### src/rtl/alu_pkg.sv
// Shared opcode, flag-index and flag-update-mask definitions for the ALU
// writeback path.
package alu_pkg;

    localparam logic [4:0] OP_INC = 5'b00001;
    localparam logic [4:0] OP_DEC = 5'b00011;
    localparam logic [4:0] OP_ADD = 5'b00100;
    localparam logic [4:0] OP_ADC = 5'b00101;
    localparam logic [4:0] OP_SUB = 5'b00110;
    localparam logic [4:0] OP_SBB = 5'b00111;
    localparam logic [4:0] OP_AND = 5'b01000;
    localparam logic [4:0] OP_OR  = 5'b01001;
    localparam logic [4:0] OP_XOR = 5'b01010;
    localparam logic [4:0] OP_NOT = 5'b01011;
    localparam logic [4:0] OP_SHL = 5'b10000;
    localparam logic [4:0] OP_SHR = 5'b10001;
    localparam logic [4:0] OP_SAL = 5'b10010;
    localparam logic [4:0] OP_SAR = 5'b10011;
    localparam logic [4:0] OP_ROL = 5'b10100;
    localparam logic [4:0] OP_ROR = 5'b10101;
    localparam logic [4:0] OP_RCL = 5'b10110;
    localparam logic [4:0] OP_RCR = 5'b10111;

    localparam int FLG_CF = 0;
    localparam int FLG_PF = 1;
    localparam int FLG_AF = 2;
    localparam int FLG_ZF = 3;
    localparam int FLG_SF = 4;
    localparam int FLG_OF = 5;

    // upd: bits copied from ALU status; zero: bits forced to 0; rest held.
    typedef struct packed {
        logic [5:0] upd;
        logic [5:0] zero;
    } flag_mask_t;

    function automatic flag_mask_t flag_mask(input logic [4:0] f);
        flag_mask_t m;
        m.upd  = '0;
        m.zero = '0;
        case (f)
            OP_ADD, OP_ADC, OP_SUB, OP_SBB: m.upd = '1;
            OP_INC, OP_DEC: begin
                m.upd         = '1;
                m.upd[FLG_CF] = 1'b0;
            end
            OP_AND, OP_OR, OP_XOR, OP_NOT: begin
                m.upd[FLG_PF]  = 1'b1;
                m.upd[FLG_ZF]  = 1'b1;
                m.upd[FLG_SF]  = 1'b1;
                m.zero[FLG_CF] = 1'b1;
                m.zero[FLG_AF] = 1'b1;
                m.zero[FLG_OF] = 1'b1;
            end
            OP_SHL, OP_SHR, OP_SAL, OP_SAR: begin
                m.upd         = '1;
                m.upd[FLG_AF] = 1'b0;
            end
            OP_ROL, OP_ROR, OP_RCL, OP_RCR: begin
                m.upd[FLG_CF] = 1'b1;
                m.upd[FLG_OF] = 1'b1;
            end
            default: ;
        endcase
        return m;
    endfunction

endpackage

### src/rtl/alu_result_fifo.sv
// Generic synchronous FIFO with a registered write-ready, so a pop never
// propagates combinationally to the producer side.
module alu_result_fifo #(
    parameter int DEPTH = 2,
    parameter int DW    = 22
) (
    input  logic          clk,
    input  logic          rst,
    input  logic          push,
    input  logic          pop,
    input  logic [DW-1:0] wr_data,
    output logic          wr_ready,
    output logic          rd_valid,
    output logic [DW-1:0] rd_data
);

    localparam int AW = $clog2(DEPTH);
    localparam int CW = $clog2(DEPTH + 1);
    localparam logic [CW-1:0] FULL = CW'(DEPTH);

    logic [DW-1:0] mem_q [DEPTH];
    logic [DW-1:0] mem_d [DEPTH];
    logic [AW-1:0] wr_ptr_q, wr_ptr_d;
    logic [AW-1:0] rd_ptr_q, rd_ptr_d;
    logic [CW-1:0] count_q, count_d;
    logic          wr_ready_q, wr_ready_d;
    logic          do_push, do_pop;

    assign rd_valid = (count_q != '0);
    assign wr_ready = wr_ready_q;
    assign rd_data  = mem_q[rd_ptr_q];

    always_comb begin
        do_push  = push && wr_ready_q;
        do_pop   = pop && rd_valid;
        mem_d    = mem_q;
        wr_ptr_d = wr_ptr_q;
        rd_ptr_d = rd_ptr_q;
        if (do_push) begin
            mem_d[wr_ptr_q] = wr_data;
            wr_ptr_d        = wr_ptr_q + AW'(1);
        end
        if (do_pop) begin
            rd_ptr_d = rd_ptr_q + AW'(1);
        end
        count_d    = count_q + CW'(do_push) - CW'(do_pop);
        wr_ready_d = (count_d != FULL);
    end

    always_ff @(posedge clk) begin
        if (rst) begin
            // NOTE: storage is cleared on reset so the head reads as zero
            // afterwards; cheap here because the FIFO is only a few entries.
            mem_q      <= '{default: '0};
            wr_ptr_q   <= '0;
            rd_ptr_q   <= '0;
            count_q    <= '0;
            wr_ready_q <= 1'b0;
        end else begin
            mem_q      <= mem_d;
            wr_ptr_q   <= wr_ptr_d;
            rd_ptr_q   <= rd_ptr_d;
            count_q    <= count_d;
            wr_ready_q <= wr_ready_d;
        end
    end

endmodule

### src/rtl/alu_result_stage.sv
// ALU writeback stage: architectural flag register with per-opcode update
// masks, CF feedback to the ALU, and a small result/flag-snapshot FIFO.
module alu_result_stage
    import alu_pkg::*;
#(
    parameter int DEPTH = 2,
    parameter int W     = 16
) (
    input  logic         clk,
    input  logic         rst,
    input  logic         in_valid,
    output logic         in_ready,
    input  logic [4:0]   in_f,
    input  logic [W-1:0] in_result,
    input  logic [5:0]   in_status,
    input  logic         set_cf,
    input  logic         clr_cf,
    output logic         cf_out,
    output logic [5:0]   flags,
    output logic         out_valid,
    input  logic         out_ready,
    output logic [W-1:0] out_result,
    output logic [5:0]   out_flags,
    output logic         illegal
);

    logic [5:0] flags_q, flags_d;
    logic       illegal_q, illegal_d;
    logic       accept;
    flag_mask_t mask;

    always_comb begin
        // NOTE: every combinational output gets a default before any branch,
        // so no path leaves it unassigned and no latch is inferred.
        mask      = flag_mask(in_f);
        accept    = in_valid && in_ready;
        flags_d   = flags_q;
        illegal_d = illegal_q;
        if (accept) begin
            flags_d = (flags_q & ~(mask.upd | mask.zero)) | (in_status & mask.upd);
            if (mask.upd == '0) begin
                illegal_d = 1'b1;
            end
        end
        // Explicit CLC/STC win over the accepted op and also land in its snapshot.
        if (clr_cf) begin
            flags_d[FLG_CF] = 1'b0;
        end else if (set_cf) begin
            flags_d[FLG_CF] = 1'b1;
        end
    end

    always_ff @(posedge clk) begin
        // NOTE: state registers use non-blocking assignments so every flop
        // samples pre-edge values regardless of block ordering.
        if (rst) begin
            flags_q   <= '0;
            illegal_q <= 1'b0;
        end else begin
            flags_q   <= flags_d;
            illegal_q <= illegal_d;
        end
    end

    assign flags   = flags_q;
    assign cf_out  = flags_q[FLG_CF];
    assign illegal = illegal_q;

    alu_result_fifo #(
        .DEPTH(DEPTH),
        .DW   (W + 6)
    ) u_fifo (
        .clk     (clk),
        .rst     (rst),
        .push    (accept),
        .pop     (out_ready),
        .wr_data ({in_result, flags_d}),
        .wr_ready(in_ready),
        .rd_valid(out_valid),
        .rd_data ({out_result, out_flags})
    );

endmodule

### config.mk
export PLATFORM = sky130hd
export DESIGN_NAME = alu_result_stage
export DESIGN_NICKNAME = d
export VERILOG_FILES = /design/src/rtl/alu_pkg.sv /design/src/rtl/alu_result_fifo.sv /design/src/rtl/alu_result_stage.sv
export SDC_FILE = /design/constraint.sdc
export NUM_CORES = 1
export LEC_CHECK = 0
export CAP_MARGIN = 20
export CORE_MARGIN = 2
export CORE_UTILIZATION = 38
export DETAILED_ROUTE_END_ITERATION = 7
export PLACE_DENSITY = 0.73
export REMOVE_ABC_BUFFERS = 1
export SKIP_CTS_REPAIR_TIMING = 1
export SLEW_MARGIN = 15
export SYNTH_ARGS = -nofsm -noshare
export SYNTH_HDL_FRONTEND = slang
export SYNTH_SLANG_ARGS = --single-unit
### constraint.sdc
create_clock -name clk -period 3.8 [get_ports clk]
set_input_delay 0.57 -clock clk [delete_from_list [all_inputs] [get_ports clk]]
set_output_delay 0.57 -clock clk [all_outputs]
set_load 0.02 [all_outputs]
Word-level counts from Yosys, hierarchy flattened
Index checks and enable logic that the tools add are counted.
Operators by class
  $add $sub $neg: 4
  $lt $le $gt $ge: 3
  eq/ne operators: 19
  muxes and demuxes: 15
  bitwise logic cells: 7
  reduce and logical (&&, ||, !) cells: 12
Operators by type and width (number)
  2-to-1 mux 22 bit: 4
  bitwise mux 44 bit: 1
  equality test 5 bit (second input constant): 8
  OR reduction 14 bit: 2
  demux 22 bit (select 1 bit): 1
  equality test 5 x 3 -> 1 bit (second input constant): 4
  equality test 5 x 4 -> 1 bit (second input constant): 4
  bitwise AND 6 bit: 2
  OR 6 bit: 2
  OR reduction 12 bit: 1
  2-to-1 mux 1 bit: 7
  zero test 6 bit: 1
  2-to-1 mux 6 bit: 1
  NOT 6 bit: 1
  OR reduction 6 bit: 1
  equality test 5 x 1 -> 1 bit (second input constant): 1
  equality test 5 x 2 -> 1 bit (second input constant): 1
  >= comparator 2 bit (second input constant): 2
  logical AND 1 bit: 4
  NOT 1 -> 2 bit: 2
  OR reduction 4 bit: 1
  adder 1 bit (second input constant): 2
  adder 2 x 1 -> 2 bit: 1
  < comparator 2 x 1 -> 1 bit (second input constant): 1
  other kinds (5): 5
Word-level totals
  bits in registers: 56
  input port bits: 33

Longest topological paths before layout
  word-level depth: 11
  gate-level depth with buffers: 9

Modules after synthesis
A second synthesis with hierarchy kept.
Second synthesis, totals
  cells, all modules: 288
  area, all modules: 2454.9 um^2
Modules (own cells, without submodules)
  alu_result_fifo: instances 1, cells each 237, area an instance 1999.4 um^2, sequential area each 980.9 um^2
  alu_result_stage: instances 1, cells each 51, area an instance 455.4 um^2, sequential area each 140.1 um^2

Least setup slack after synthesis
OpenSTA, ideal clock, no wires.
  path type: reg-to-reg
  from: register u_fifo.count_q[1]
  to: register u_fifo.wr_ready_q (netlist: u_fifo.wr_ready)
  setup time: 128 ps
  arrival time: 1710 ps
  data required time: 3672 ps
  path slack: 1962 ps
  stages on the path, launching flop included: 10
  buffers on the path: 0
  period minus slack after synthesis: 1838 ps
  cells stage by stage: dfxtp_1 or2_2 and2_1 ha_1 inv_1 ha_1 xor2_1 xnor2_1 nor2_1 nor2_1
Between the ends
  cells in the longest elaborated chain, start to end: 4
  elaborated cells on any way between the ends: 5
Ends and longest elaborated chain
  start: declaration: RTL line alu_result_fifo.sv:25  | logic [CW-1:0] count_q, count_d;
  start signal: assignment: RTL line alu_result_fifo.sv:63  | count_q <= count_d;
  nonzero test 2 bit: RTL line alu_result_fifo.sv:29  | assign rd_valid = (count_q != '0);
  net out_valid: RTL line alu_result_stage.sv:20  | output logic out_valid,
  logical AND 1 bit: RTL line alu_result_fifo.sv:35  | do_pop = pop && rd_valid;
  net u_fifo.do_pop: RTL line alu_result_fifo.sv:27  | logic do_push, do_pop;
  subtractor 2 x 1 -> 2 bit: RTL line alu_result_fifo.sv:46  | count_d = count_q + CW'(do_push) - CW'(do_pop);
  != test 2 bit: RTL line alu_result_fifo.sv:47  | wr_ready_d = (count_d != FULL);
  end signal: assignment: RTL line alu_result_fifo.sv:64  | wr_ready_q <= wr_ready_d;
  end: declaration: RTL line alu_result_fifo.sv:26  | logic wr_ready_q, wr_ready_d;
The timed path passes the listed nets, and every way through them passes these cells.
A chain may end at the register's enable or synchronous reset.

Worst setup path in the final report
  from: register u_fifo.rd_ptr_q
  to: output port out_flags[5]
Between the ends
  cells in the longest elaborated chain, start to end: 4
Ends and longest elaborated chain
  start: declaration: RTL line alu_result_fifo.sv:24  | logic [AW-1:0] rd_ptr_q, rd_ptr_d;
  start signal: assignment: RTL line alu_result_fifo.sv:62  | rd_ptr_q <= rd_ptr_d;
  NOT 1 -> 2 bit (not written as such): RTL line alu_result_fifo.sv:31  | assign rd_data = mem_q[rd_ptr_q];
  2-to-1 mux 22 bit (not written as such) (3 in series): RTL line alu_result_fifo.sv:31
  end: declaration: RTL line alu_result_stage.sv:23  | output logic [5:0] out_flags,
No other way between the ends. The select of a mux whose other input is x is not followed.

==> flow_summary.html <==
<table>
<tr><th>Metric</th><th>Value</th></tr>
<tr><th colspan="2">Outcome</th></tr>
<tr><td>Result of the run</td><td>complete, no violations</td></tr>
<tr><th colspan="2">Hold path</th></tr>
<tr><td>Min-delay worst type</td><td>reg -&gt; reg</td></tr>
<tr><th colspan="2">Critical path</th></tr>
<tr><td>Ordered list of cells on the worst path</td><td>buf_4 &gt; mux2_2 &gt; clkdlybuf4s50_1</td></tr>
<tr><td>Cell family contributing the most delay on the critical path</td><td>buffers and inverters</td></tr>
<tr><td>Critical Path Fanout Max</td><td>12</td></tr>
<tr><td>Worst Path Arrival</td><td>2.24 ns</td></tr>
<tr><td>Slowest stage cell on the critical path</td><td>sky130_fd_sc_hd__dfxtp_1</td></tr>
<tr><td>CP peak stage delay</td><td>0.69 ns</td></tr>
<tr><td>Critical path type</td><td>reg -&gt; out</td></tr>
<tr><td>Critical Path End Type</td><td>primary output</td></tr>
<tr><td>Required time at the endpoint of the critical path</td><td>3.23 ns</td></tr>
<tr><td>Worst path buffer plus inverter count</td><td>2</td></tr>
<tr><td>Crit start category</td><td>flip-flop</td></tr>
<tr><th colspan="2">Final layout</th></tr>
<tr><td>Commonest non-fill, non-tap cell in the layout</td><td>sky130_fd_sc_hd__clkdlybuf4s50_1</td></tr>
<tr><td>Diodes inserted</td><td>0</td></tr>
<tr><td>Net count, final</td><td>337</td></tr>
<tr><td>Layout cells sized above 1</td><td>0.1353</td></tr>
<tr><td>Area used by sequential logic in the layout</td><td>0.001121 mm2</td></tr>
<tr><td>Leading cell types in the layout, fill and taps excluded</td><td>63 x sky130_fd_sc_hd__clkdlybuf4s50_1, 56 x sky130_fd_sc_hd__dfxtp_1, 43 x sky130_fd_sc_hd__nand2_1</td></tr>
<tr><td>Area grow syn2layout</td><td>33.88%</td></tr>
<tr><td>Final core utilization</td><td>0.5234</td></tr>
<tr><td>Footprint of the multi-input gates</td><td>0.001105 mm2</td></tr>
<tr><td>Final-layout fill cell count</td><td>571</td></tr>
<tr><th colspan="2">Synthesis</th></tr>
<tr><td>Flip-flop and latch count after synthesis</td><td>56</td></tr>
<tr><td>Most used flip-flop cell after synthesis</td><td>sky130_fd_sc_hd__dfxtp_1</td></tr>
<tr><td>Post-synthesis instance area</td><td>0.002301 mm2</td></tr>
<tr><td>Part of the Yosys area used for sequential elements</td><td>0.4872</td></tr>
<tr><td>Largest area contributor in the synthesized netlist</td><td>sky130_fd_sc_hd__dfxtp_1</td></tr>
<tr><td>Unique masters post-synth</td><td>39</td></tr>
<tr><td>Top area cells in the synthesized netlist</td><td>sky130_fd_sc_hd__dfxtp_1 49%, sky130_fd_sc_hd__mux2_2 11%, sky130_fd_sc_hd__nand2_1 7.0%</td></tr>
<tr><td>Synth warn</td><td>0</td></tr>
<tr><td>Count of flip-flops with a built-in enable after synthesis</td><td>0</td></tr>
<tr><td>Async set-reset flop share out of synthesis</td><td>0</td></tr>
<tr><td>Cell count after synthesis</td><td>246</td></tr>
<tr><td>Post-synthesis area per instance</td><td>9.353 um2</td></tr>
<tr><td>Post-synth top area share</td><td>0.4872</td></tr>
<tr><th colspan="2">Power and ir drop</th></tr>
<tr><td>Net switching power of the design</td><td>0.0005223 W</td></tr>
<tr><td>Sw Share</td><td>0.3290</td></tr>
<tr><td>Power density normalized to cell area</td><td>515.3 mW/mm2</td></tr>
<tr><td>Part of the total power dissipated in combinational logic</td><td>0.340</td></tr>
<tr><td>Worst vdd ir</td><td>0.0002577 V</td></tr>
<tr><td>Cell internal pwr</td><td>0.001065 W</td></tr>
<tr><td>Overall Power</td><td>0.001587 W</td></tr>
<tr><td>Sequential share of power</td><td>0.444</td></tr>
<tr><td>Reported leakage power</td><td>1.157 nW</td></tr>
<tr><td>Clock power share</td><td>0.216</td></tr>
<tr><th colspan="2">Die</th></tr>
<tr><td>Number of rows created at floorplan</td><td>28</td></tr>
<tr><td>Placeable core region</td><td>0.005886 mm2</td></tr>
<tr><td>Die span in y</td><td>81.82 um</td></tr>
<tr><td>DIE WIDTH</td><td>81.82 um</td></tr>
<tr><td>Initial Utilization</td><td>0.3909</td></tr>
<tr><td>Full die area</td><td>0.006694 mm2</td></tr>
<tr><td>I/O pin total</td><td>65</td></tr>
<tr><th colspan="2">Clock network</th></tr>
<tr><td>CTS Buf Count</td><td>5</td></tr>
<tr><td>Number of levels the H-tree was split into</td><td>2</td></tr>
<tr><td>Buffer cell driving the clock tree root</td><td>sky130_fd_sc_hd__clkbuf_8</td></tr>
<tr><td>Later-pin clock latency in the skew report</td><td>0.31 ns</td></tr>
<tr><td>Maximum count of clock buffers along a single path</td><td>2</td></tr>
<tr><td>CTS tree</td><td>built</td></tr>
<tr><td>Post-CTS clock slew at the launch and capture registers of the worst setup and hold paths</td><td>0.10 ns</td></tr>
<tr><td>Clock Sink Count</td><td>56</td></tr>
<tr><th colspan="2">Flow run</th></tr>
<tr><td>Maximum Capacitance Violations</td><td>0</td></tr>
<tr><th colspan="2">STA</th></tr>
<tr><td>Setup violations, final</td><td>0</td></tr>
<tr><td>Setup tns final</td><td>0 ns</td></tr>
<tr><td>Clock tree skew after final layout</td><td>0.006417 ns</td></tr>
<tr><td>Fin. Hold Viols</td><td>0</td></tr>
<tr><td>Final cycle utilization of the critical path</td><td>0.7404</td></tr>
<tr><td>Min cycle time layout</td><td>2.814 ns</td></tr>
<tr><td>Transition at the pin with the smallest max-transition slack</td><td>1.037 ns</td></tr>
<tr><td>Worst-case headroom to the max-slew limit</td><td>0.3081</td></tr>
<tr><td>Maximum achievable frequency</td><td>355.4 MHz</td></tr>
<tr><td>Fin. max-slew vios</td><td>0</td></tr>
<tr><td>Unrepaired setup endpoints after global routing</td><td>false</td></tr>
<tr><th colspan="2">Routing</th></tr>
<tr><td>Number of nets still failing antenna checks after routing</td><td>0</td></tr>
<tr><td>Routed Wire Length</td><td>5.250 mm</td></tr>
<tr><td>Pre-Repair DR Iteration Count</td><td>4</td></tr>
<tr><td>DRC violation total after the first TritonRoute iteration</td><td>71</td></tr>
<tr><td>Average via count per standard cell</td><td>5.119</td></tr>
<tr><td>Wirelength per Cell</td><td>13.89 um</td></tr>
<tr><td>Number of DRC violations after detailed routing</td><td>0</td></tr>
<tr><td>Overall via count from detail_route</td><td>1,935</td></tr>
<tr><th colspan="2">GRT</th></tr>
<tr><td>Number of global-route vias before repair</td><td>1,789</td></tr>
<tr><td>Overall global routing resource usage</td><td>0.1644</td></tr>
<tr><td>First-pass GRT wire length</td><td>8.418 mm</td></tr>
<tr><td>Pin count of the biggest net entering global routing</td><td>28</td></tr>
<tr><td>Number of antenna violations at the first check in global routing</td><td>0</td></tr>
<tr><td>Remaining Overflow, GRT</td><td>0</td></tr>
<tr><th colspan="2">Place</th></tr>
<tr><td>Placed wire-length estimate after detailed placement</td><td>3.589 mm</td></tr>
<tr><td>GPL Wtd Cong</td><td>0.8399</td></tr>
<tr><td>Number of input and output port buffers inserted</td><td>63</td></tr>
</table>
[worst register-to-register path, delay by kind of cell, from the launching register on]
family | cells | cell delay, ns
DFF | 1 | 0.33
xor gates and xnor gates | 2 | 0.35
and+or+nand+nor | 4 | 0.62
buffers and inverters | 1 | 0.06
adders and majority gates | 2 | 0.44
[cells by family (layout without fill, tap and decap cells)]
group / Yosys count / count (layout) / share of synthesized area
DFF: 56 / 56 / 0.4872
muxes: 25 / 25 / 0.1207
AOI/OAI and AO/OA: 58 / 58 / 0.1697
and+or+nand+nor: 82 / 82 / 0.1648
adders and majority gates: 2 / 2 / 0.01087
buffers and inverters: 20 / 77 / 0.03535
xor gates and xnor gates: 3 / 3 / 0.01142
[state kept, by name (all words and copies together) (netlist names)]
| signal | flops |
|---|---|
| u_fifo.rd_ptr_q | 1 |
| u_fifo.wr_ready | 1 |
| flags | 6 |
| u_fifo.wr_ptr_q | 1 |
| u_fifo.mem_q | 44 |
| u_fifo.count_q | 2 |
| illegal | 1 |
[area by class of cell]
type / instances / share of cell area
tap: 75 / 0.03046
sequential: 56 / 0.3639
timing repair buffer: 66 / 0.2120
inverter: 3 / 0.003656
clock buffer: 6 / 0.02681
multi-input combinational: 170 / 0.3587
clock inverter: 2 / 0.004468
[power groups by stage]
stage          Clock (W)  Combinational, W  Sequential (W)
6_report        0.000343          0.000539        0.000705
5_1_grt         0.000375          0.000591        0.000714
4_1_cts         0.000352          0.000546        0.000706
3_5_place_dp           0          0.000544        0.000719
3_3_place_gp           0          0.000537        0.000716
2_1_floorplan          0          0.000306        0.000728
[layer usage]
metal	global-route usage	vias to the layer above	routed length, um	part of all wire
li1	-	971	-	-
met1	0.2195	894	2433	0.46
met2	0.2659	64	2465	0.47
met3	0.03626	6	291	0.055
met4	0.05000	0	60	0.011
met5	0	-	0	0
[synth_stat cells, drive strengths merged, types with 2 or more instances]
cell type / n
o21ai: 10
a21oi: 21
clkbuf: 12
nand3b: 3
xnor2: 2
a211oi: 5
nor3: 3
ha: 2
mux2i: 3
nand3: 2
or4: 2
nor2: 20
or2: 2
inv: 3
or3: 2
dfxtp: 56
mux2: 22
a32oi: 2
nand2: 43
a22o: 16
buf: 5
[final timing paths]
check | from | to | slack, ns | depth (start not counted)
max reg2reg | u_fifo.count_q[1] | u_fifo.wr_ready | 1.95 | 9
max | u_fifo.rd_ptr_q | out_flags[5] | 0.99 | 3
min | u_fifo.mem_q[2] | u_fifo.mem_q[2] | 0.45 | 2
min reg2reg | u_fifo.mem_q[2] | u_fifo.mem_q[2] | 0.45 | 2
[through the flow]
step | hold WS, ns | setup slack (ns) | instance area, um2 | cells
floorplan | 0.4194 | 1.819 | 2231 | 229
global placement | 0.4345 | 1.301 | 2984 | 370
detailed placement | 0.4413 | 1.264 | 2984 | 370
CTS | 0.4561 | 0.9608 | 3080 | 378
global route | 0.4802 | 0.9042 | 3080 | 378
finish | 0.4513 | 0.9865 | 3080 | 378
No activity file was read; power rests on OpenSTA's default activity.
